## src/rtl/syscall_console.sv

```systemverilog
// syscall_console -- service end of the processor's syscall interface.
//
// When the core raises `syscall`, the $v0/$a0 values are latched and the
// console service runs while `busy` stalls the PC:
//   print-int  : signed decimal of a0 (32-cycle double-dabble), optional newline
//   print-char : a0[7:0]
//   exit       : sticky `halted`, busy held high forever (until reset)
//   other      : one-cycle `error` pulse, then completion
// Bytes leave over a valid/ready port; a byte moves when char_valid &&
// char_ready are both high at a rising clock edge.
//
// Ports:
//   clock       system clock, all state changes on posedge
//   reset       synchronous active-high reset
//   syscall     level request, sampled only in IDLE
//   v0, a0      service code and argument (latched on acceptance)
//   busy        high while a request is in service
//   done        one-cycle completion pulse
//   char_valid  byte on char_data is offered
//   char_data   ASCII byte
//   char_ready  sink accepts the offered byte
//   halted      sticky after an exit service
//   error       one-cycle pulse on an unknown service code
module syscall_console #(
  parameter bit          NEWLINE_EN      = 1'b1,
  parameter logic [7:0]  NEWLINE_CHAR    = 8'h0A,
  parameter logic [31:0] CODE_PRINT_INT  = 32'd1,
  parameter logic [31:0] CODE_EXIT       = 32'd10,
  parameter logic [31:0] CODE_PRINT_CHAR = 32'd11
) (
  input  logic        clock,
  input  logic        reset,
  input  logic        syscall,
  input  logic [31:0] v0,
  input  logic [31:0] a0,
  output logic        busy,
  output logic        done,
  output logic        char_valid,
  output logic [7:0]  char_data,
  input  logic        char_ready,
  output logic        halted,
  output logic        error
);

  // ERR is the single cycle that carries the error pulse before DONE.
  typedef enum logic [3:0] {
    IDLE    = 4'd0,
    CONVERT = 4'd1,
    SIGN    = 4'd2,
    DIGITS  = 4'd3,
    NL      = 4'd4,
    CHAR    = 4'd5,
    ERR     = 4'd6,
    DONE    = 4'd7,
    HALT    = 4'd8
  } state_t;

  // One double-dabble iteration: add 3 to every BCD digit >= 5, then shift
  // the combined {bcd, bin} register left by one.
  function automatic logic [71:0] dabble_step(input logic [39:0] bcd,
                                               input logic [31:0] bin);
    logic [39:0] adj;
    adj = bcd;
    for (int i = 0; i < 10; i++) begin
      if (adj[i*4 +: 4] >= 4'd5) begin
        adj[i*4 +: 4] = adj[i*4 +: 4] + 4'd3;
      end
    end
    return {adj[38:0], bin, 1'b0};
  endfunction

  // Digit at position idx (0 = least significant).
  function automatic logic [3:0] digit_at(input logic [39:0] bcd,
                                          input logic [3:0]  idx);
    logic [3:0] d;
    d = 4'd0;
    for (int i = 0; i < 10; i++) begin
      if (idx == 4'(i)) begin
        d = bcd[i*4 +: 4];
      end
    end
    return d;
  endfunction

  // Position of the most significant non-zero digit; 0 for a zero value so
  // that a lone '0' is printed.
  function automatic logic [3:0] lead_digit(input logic [39:0] bcd);
    logic [3:0] l;
    l = 4'd0;
    for (int i = 0; i < 10; i++) begin
      if (bcd[i*4 +: 4] != 4'd0) begin
        l = 4'(i);
      end
    end
    return l;
  endfunction

  function automatic logic [7:0] to_ascii(input logic [3:0] d);
    return {4'h3, d};
  endfunction

  state_t      state_r;
  logic [39:0] bcd_r;
  logic [31:0] bin_r;
  logic        neg_r;
  logic [4:0]  cnt_r;
  logic [3:0]  idx_r;
  logic        busy_r;
  logic        done_r;
  logic        char_valid_r;
  logic [7:0]  char_data_r;
  logic        halted_r;
  logic        error_r;

  logic [71:0] step_s;
  logic [39:0] bcd_fin_s;
  logic [3:0]  lead_s;

  // The final conversion step feeds the first byte directly, so the first
  // digit is offered on the edge that completes the 32nd iteration.
  assign step_s    = dabble_step(bcd_r, bin_r);
  assign bcd_fin_s = step_s[71:32];
  assign lead_s    = lead_digit(bcd_fin_s);

  assign busy       = busy_r;
  assign done       = done_r;
  assign char_valid = char_valid_r;
  assign char_data  = char_data_r;
  assign halted     = halted_r;
  assign error      = error_r;

  // Service FSM with all outputs registered.
  always_ff @(posedge clock) begin
    if (reset) begin
      state_r      <= IDLE;
      bcd_r        <= 40'd0;
      bin_r        <= 32'd0;
      neg_r        <= 1'b0;
      cnt_r        <= 5'd0;
      idx_r        <= 4'd0;
      busy_r       <= 1'b0;
      done_r       <= 1'b0;
      char_valid_r <= 1'b0;
      char_data_r  <= 8'h00;
      halted_r     <= 1'b0;
      error_r      <= 1'b0;
    end else begin
      done_r  <= 1'b0;
      error_r <= 1'b0;
      case (state_r)
        IDLE: begin
          if (syscall) begin
            busy_r <= 1'b1;
            bin_r  <= a0[31] ? (~a0 + 32'd1) : a0;
            neg_r  <= a0[31];
            bcd_r  <= 40'd0;
            cnt_r  <= 5'd0;
            if (v0 == CODE_PRINT_INT) begin
              state_r <= CONVERT;
            end else if (v0 == CODE_PRINT_CHAR) begin
              state_r      <= CHAR;
              char_valid_r <= 1'b1;
              char_data_r  <= a0[7:0];
            end else if (v0 == CODE_EXIT) begin
              state_r  <= HALT;
              halted_r <= 1'b1;
            end else begin
              state_r <= ERR;
              error_r <= 1'b1;
            end
          end
        end
        CONVERT: begin
          bcd_r <= bcd_fin_s;
          bin_r <= step_s[31:0];
          cnt_r <= cnt_r + 5'd1;
          if (cnt_r == 5'd31) begin
            char_valid_r <= 1'b1;
            idx_r        <= lead_s;
            if (neg_r) begin
              state_r     <= SIGN;
              char_data_r <= 8'h2D;
            end else begin
              state_r     <= DIGITS;
              char_data_r <= to_ascii(digit_at(bcd_fin_s, lead_s));
            end
          end
        end
        SIGN: begin
          if (char_ready) begin
            state_r     <= DIGITS;
            char_data_r <= to_ascii(digit_at(bcd_r, idx_r));
          end
        end
        DIGITS: begin
          if (char_ready) begin
            if (idx_r != 4'd0) begin
              idx_r       <= idx_r - 4'd1;
              char_data_r <= to_ascii(digit_at(bcd_r, idx_r - 4'd1));
            end else if (NEWLINE_EN) begin
              state_r     <= NL;
              char_data_r <= NEWLINE_CHAR;
            end else begin
              state_r      <= DONE;
              char_valid_r <= 1'b0;
              char_data_r  <= 8'h00;
              done_r       <= 1'b1;
              busy_r       <= 1'b0;
            end
          end
        end
        NL, CHAR: begin
          if (char_ready) begin
            state_r      <= DONE;
            char_valid_r <= 1'b0;
            char_data_r  <= 8'h00;
            done_r       <= 1'b1;
            busy_r       <= 1'b0;
          end
        end
        ERR: begin
          state_r <= DONE;
          done_r  <= 1'b1;
          busy_r  <= 1'b0;
        end
        DONE: begin
          state_r <= IDLE;
        end
        HALT: begin
          state_r <= HALT;
        end
        default: begin
          state_r      <= IDLE;
          busy_r       <= 1'b0;
          char_valid_r <= 1'b0;
        end
      endcase
    end
  end

endmodule
```

## config.mk

```make
export PLATFORM = sky130hd
export DESIGN_NAME = syscall_console
export DESIGN_NICKNAME = d
export VERILOG_FILES = /design/src/rtl/syscall_console.sv
export SDC_FILE = /design/constraint.sdc
export NUM_CORES = 1
export LEC_CHECK = 0
export ABC_AREA = 1
export CAP_MARGIN = 25
export CORE_ASPECT_RATIO = 1.1
export CORE_MARGIN = 4
export CORE_UTILIZATION = 30
export CTS_BUF_LIST = sky130_fd_sc_hd__clkbuf_8
export DETAILED_ROUTE_END_ITERATION = 6
export SLEW_MARGIN = 25
export SYNTH_ARGS = -nofsm -noshare
export SYNTH_HDL_FRONTEND = slang
export SYNTH_SLANG_ARGS = --single-unit
```

## constraint.sdc

```tcl
create_clock -name clock -period 3.4 [get_ports clock]
set_clock_uncertainty 0.1 [all_clocks]
set_input_delay 0.68 -clock clock [delete_from_list [all_inputs] [get_ports clock]]
set_output_delay 0.68 -clock clock [all_outputs]
set_load 0.01 [all_outputs]
```

Word level (Yosys, flattened, before mapping)
Cells that the tools add are included.

storage, ports and cells
  bits of input ports = 68
  logic and storage cells = 211
  register bits = 99
  output and inout port bits = 13

operators by class
  multiplexer cells = 92
  bitwise gates (word level) = 7
  equality and inequality tests = 48
  reductions and logical operators = 29
  add/sub/neg operators = 13
  $lt $le $gt $ge = 10

operator list
  operator                                                           count
  2-to-1 mux 4 bit                                                   59
  one-hot mux 40 bit (2 select lines)                                1
  == test 32 x 4 -> 1 bit, second input constant                     2
  == test 4 x 3 -> 1 bit, second input constant                      16
  2-to-1 mux 32 bit                                                  2
  one-hot mux 32 bit (2 select lines)                                1
  2-to-1 mux 8 bit                                                   7
  greater-or-equal comparator 4 x 3 -> 1 bit, second input constant  10
  2-to-1 mux 40 bit                                                  1
  one-hot mux 8 bit (5 select lines)                                 1
  nonzero test 4 bit                                                 10
  adder 4 x 2 -> 4 bit, second input constant                        9
  adder 32 x 1 -> 32 bit, second input constant                      1
  == test 32 x 1 -> 1 bit, second input constant                     1
  == test 4 x 2 -> 1 bit, second input constant                      8
  NOT 32 bit                                                         1
  == test 4 bit, second input constant                               7
  one-hot mux 4 bit (7 select lines)                                 1
  inequality test 2 bit, second input constant                       9
  == test 4 x 1 -> 1 bit, second input constant                      4
  logical NOT 4 bit                                                  4
  OR reduction 5 bit                                                 3
  AND reduction 6 bit                                                2
  2-to-1 mux 1 bit                                                   10
  21 further kinds                                                   29

Logic depth before layout (Yosys ltp)
Gate-level depths: netlist (run 1).

  depth in word-level cells = 26
  mapped depth = 28
  depth with buffers taken out = 28

Least setup slack after synthesis (run 1)
No wires, ideal clock.

  path type = reg2reg
  start = register bcd_r[32]
  end = register char_data_r[0], in the netlist char_data[0]
  slack = 0.763 ns
  arrival = 2.471 ns
  required time = 3.234 ns
  setup time = 0.066 ns
  stages on the path, launching flop included = 24
  buffers on the path = 0
  period minus slack after synthesis = 2.637 ns
  cell sequence = dfxtp_1 inv_1 ha_1 inv_1 or2_4 nand2_4 nand2_4 xor2_2 nand4_4 nor2_8 inv_6 nor2_8 inv_4 nor2_2 nand2_1 nand3_2 nand3_2 nand3_2 nand2_1 nand3_1 nand2_1 nand2_1 nand2_1 a21oi_2

between the ends
  longest elaborated chain between the ends = 19
  elaborated cells on any way between the ends = 37
  those cells by class = add/sub (1); order compare (1); eq/ne (9); mux (23); reduce/logical (3)

ends and longest elaborated chain
  what                                                                                line    text
  start, declared                                                                     103     logic [39:0] bcd_r;
  start signal, assigned                                                              174     bcd_r <= bcd_fin_s;
  adder 4 x 2 -> 4 bit or greater-or-equal comparator 4 x 3 -> 1 bit (tied branches)  66, 65
  2-to-1 mux 4 bit                                                                    65      if (adj[i*4 +: 4] >= 4'd5) begin
  nonzero test 4 bit                                                                  91      if (bcd[i*4 +: 4] != 4'd0) begin
  2-to-1 mux 4 bit (2 in a row)                                                       91
  logical NOT 4 bit                                                                   78      if (idx == 4'(i)) begin
  2-to-1 mux 4 bit (10 in a row)                                                      78
  2-to-1 mux 5 bit                                                                    180     if (neg_r) begin
  2-to-1 mux 8 bit                                                                    177     if (cnt_r == 5'd31) begin
  one-hot mux 8 bit (5 select lines) (*)                                              150     case (state_r)
  end signal, assigned                                                                163     char_data_r <= a0[7:0];
  end signal, assigned                                                                185     char_data_r <= to_ascii(digit_at(bcd_fin_s, lead_s));
  end signal, assigned                                                                192     char_data_r <= to_ascii(digit_at(bcd_r, idx_r));
  end, declared                                                                       111     logic [7:0] char_data_r;

Mark *: on every way between the ends. The rest lies on a longest branch, timed or not. The select of a mux whose other input is x is not followed.
A chain may end at the register's enable or synchronous reset.

Worst setup path in the final report (run 1)
  start = register idx_r[0]
  end = register char_data_r[1], in the netlist char_data[1]

between the ends
  longest elaborated chain between the ends = 15
  elaborated cells on any way between the ends = 46
  those cells by class = add/sub (1); eq/ne (18); mux (24); reduce/logical (3)

ends and longest elaborated chain
  what                                    line  text
  start, declared                         107   logic [3:0] idx_r;
  start signal, assigned                  179   idx_r <= lead_s;
  start signal, assigned                  198   idx_r <= idx_r - 4'd1;
  subtractor 4 x 1 -> 4 bit               199   char_data_r <= to_ascii(digit_at(bcd_r, idx_r - 4'd1));
  logical NOT 4 bit                       78
  2-to-1 mux 4 bit (10 in a row)          78
  2-to-1 mux 6 bit                        197   if (idx_r != 4'd0) begin
  2-to-1 mux 8 bit                        196   if (char_ready) begin
  one-hot mux 8 bit (5 select lines) (*)  150
  end signal, assigned                    163
  end signal, assigned                    192
  end signal, assigned                    199

Marked as above.

==> summary.md, run 1 <==
| Metric | Value |
|---|---|
| Hold Crit Class | `reg2reg` |
| Slew HR | `about two fifths` |
| # clock sinks | `about 100` |
| Count leader, synth | `nand2_1` |
| Leakage Power | `3.73 nW` |
| Crit path time final | `between 3 and 4 ns` |
| Clk root buf | `clkbuf_8` |
| Full die area | `between 20,000 and 30,000 sq um` |
| Synth area leader | `dfxtp_1` |
| # setup viols final | `0` |
| Max-slew violations | `0` |
| Arrival @ worst endpoint | `3.32 ns` |
| Share of cells above drive strength 1 | `12.3%` |
| Final Hold Fails | `0` |
| 1st-iter DRT viols | `444` |
| Reg clk slew, reported paths | `0.14 ns` |
| DIE HEIGHT | `176 um` |
| Global Route Usage Sum | `16.5%` |
| Hold_ws | `approximately 0.37 ns` |
| Final WS setup | `0.249 ns` |
| First-pass GRT wire length | `38.5 mm` |
| Synthesized area | `between 7000 and 8000 sq um` |
| Synth top area cells | `dfxtp_1, nand2_1, inv_1` |
| Number of synthesized register bits | `99` |
| DRC viols | `0` |
| Post-synth top area share | `25.7%` |
| Seq/Total Area, Yosys | `25.7%` |
| Starting Density | `a little under a third` |
| Final Net Count | `1,397` |
| Area grow syn2layout | `21.2%` |
| Hold path depth | `2` |
| Max Cap Viol | `0` |
| Worst EP required | `3.56 ns` |
| First drt pass iteration count | `5` |
| Placer Congestion | `0.948` |
| Clock Path Buffers | `2` |
| Async S/R FF share, synth | `0%` |
| Initial antenna violation count | `0` |
| GRT overflow | `0` |
| Post-route setup TNS | `0 ns` |
| Largest net degree at the start of global routing | `77` |
| Post-synth cell types | `63` |
| Peak Freq | `317 MHz` |
| Most frequent cells after synthesis | `nand2_1, inv_1, dfxtp_1` |
| Status | `finished, final reports clean` |
| Worst slew pin tran | `around 0.91 ns` |
| Top_reg_cell synth | `dfxtp_1` |
| Worst R2R Path Depth | `18` |
| Synth Net Count | `1,306` |
| Total number of vias | `8,243` |
| Crit Path Max Fanout | `8` |
| # fillers | `about 2,800` |
| Diode count | `0` |
| # IOs | `81` |
| Drt wl/cell | `roughly 14 um` |
| Syn Area/Cell | `about 6.4 sq um` |
| # rows | `61` |
| PwrDens | `between 500 and 600 nW/um^2` |
| Count of flip-flops with a built-in enable after synthesis | `0` |
| Die width | `161 um` |
| Vias/cell | `4.99` |
| Max IR drop VDD | `0.464 mV` |
| ANT nets after route | `0` |
| Core area | `roughly 25,000 sq um` |
| Pre-CTS WS | `-0.00378 ns` |
| Vias in the first global route | `7,798` |
| Worst skew pair latency | `0.43 ns` |
| PortBufs | `80` |
| Cell count after synthesis | `1,210` |
| Crit path launch type | `register` |
| CTS Buf Count | `9` |
| Total Wirelength | `23.8 mm` |
| Syn. warnings | `0` |
| Clock H-tree levels | `3` |
| CP Capture Type | `register` |
| Setup CP Type | `reg2reg` |
| Fin crit share | `92.7%` |
| CTS tree | `yes` |
| DP HPWL | `18.2 mm` |
## flip-flops by register name, summed over array words and instances (netlist names)
| register | count |
|---|---|
| bcd_r | 40 |
| bin_r | 32 |
| busy | 1 |
| char_data | 8 |
| char_valid | 1 |
| cnt_r | 5 |
| done | 1 |
| error | 1 |
| halted | 1 |
| idx_r | 4 |
| neg_r | 1 |
| state_r | 4 |
## cells by family after synthesis
family	synth area share, %
compound gates	20.9
simple gates	36.0
buf+inv	10.5
xor+xnor	2.24
fa+ha+maj	4.55
flops	25.7
## layout make-up
type	instances	area (sq um)	area share, %
sequential	99	1990	21.3
clock buffer	9	124	1.33
inverter	175	668	7.16
timing repair buffer	112	1040	11.1
clock inverter	7	88.8	0.952
tap	346	433	4.64
multi-input combinational	904	4990	53.5
## routing by layer
layer	share of wire, %	routed length, um	vias up	track usage (%)
met2	49	11600	206	29.2
met5	0	0	-	0
met1	44	10500	3767	20.6
li1	-	-	4219	-
met4	2.8	666	0	6.26
met3	4.0	943	51	2.01
## per-stage QoR
step	util [%]	instances	cell area, sq um	power [mW]
floorplan	-	1210	7700	3.34
global placement	35.6	1632	9000	4.26
detailed placement	35.6	1632	9000	4.28
CTS	36.5	1648	9220	5.13
global route	36.9	1652	9330	5.53
finish	36.9	1652	9330	5.10
## timing repair
item	CTS	global route
hold buffers	0	0
gates resized for setup	0	24
endpoints found under the setup margin	0	4
buffers inserted	0	4
## cell usage in the layout, fill, tap and decap left out, types with 5 or more instances in the layout
cell,netlist,final
inv_2,21,26
ha_1,28,28
nor3_1,20,20
inv_1,145,141
clkdlybuf4s50_1,0,79
nor2_4,3,5
a31oi_1,27,27
nand2_2,6,7
nor2_1,96,91
nand3_2,9,9
o21ai_1,12,11
nor4_1,11,11
o211ai_1,17,17
clkbuf_8,0,9
nor2_2,7,10
o21ai_0,83,83
o21bai_1,7,7
buf_4,1,32
nand2_1,300,299
dfxtp_1,99,95
xor2_1,15,13
or2_2,7,7
o221ai_1,5,5
nand4_1,20,20
nand3_1,74,73
a21oi_1,83,83
o21ai_2,7,6
o22ai_1,8,8
## power breakdown
part,switching [mW],total (mW),leakage (nW),internal (mW)
logic,1.78,2.66,2.82,0.876
registers,0.170,1.59,0.807,1.42
clock network,0.552,0.851,0.106,0.299
total,2.50,5.10,3.73,2.60
## final timing paths
check             startpoint            to  slack [ns]
setup / recovery    idx_r[0]  char_data[1]        0.25
hold / removal      cnt_r[3]      cnt_r[3]        0.37
setup reg to reg    idx_r[0]  char_data[1]        0.25
hold reg to reg     cnt_r[3]      cnt_r[3]        0.37
## critical path, stage by stage, from the launching register on
cell and delay (ns):
dfxtp_1 0.38, inv_1 0.13, ha_1 0.26, nand2_1 0.12, inv_1 0.06, nor2_1 0.16, nand2_1 0.15, inv_1 0.10
nand2_1 0.16, o211ai_1 0.23, o21ai_0 0.17, o21bai_1 0.20, a21oi_1 0.09, o21ai_0 0.21, nand3_1 0.10, a21oi_1 0.15
nand2_1 0.10, nand2_1 0.09, a21oi_2 0.05
No activity file was read; power rests on OpenSTA's default activity.
==> run 2, diff against run 1 <==
--- a/config.mk
+++ b/config.mk
@@ -10,7 +10,7 @@
 export CORE_ASPECT_RATIO = 1.1
 export CORE_MARGIN = 4
 export CORE_UTILIZATION = 30
-export CTS_BUF_LIST = sky130_fd_sc_hd__clkbuf_8
+export CTS_BUF_LIST = sky130_fd_sc_hd__clkbuf_4 sky130_fd_sc_hd__clkbuf_8
 export DETAILED_ROUTE_END_ITERATION = 6
 export SLEW_MARGIN = 25
 export SYNTH_ARGS = -nofsm -noshare
==> results of run 2 <==
The final DEF is identical to that of run 1; final timing and power are the same.
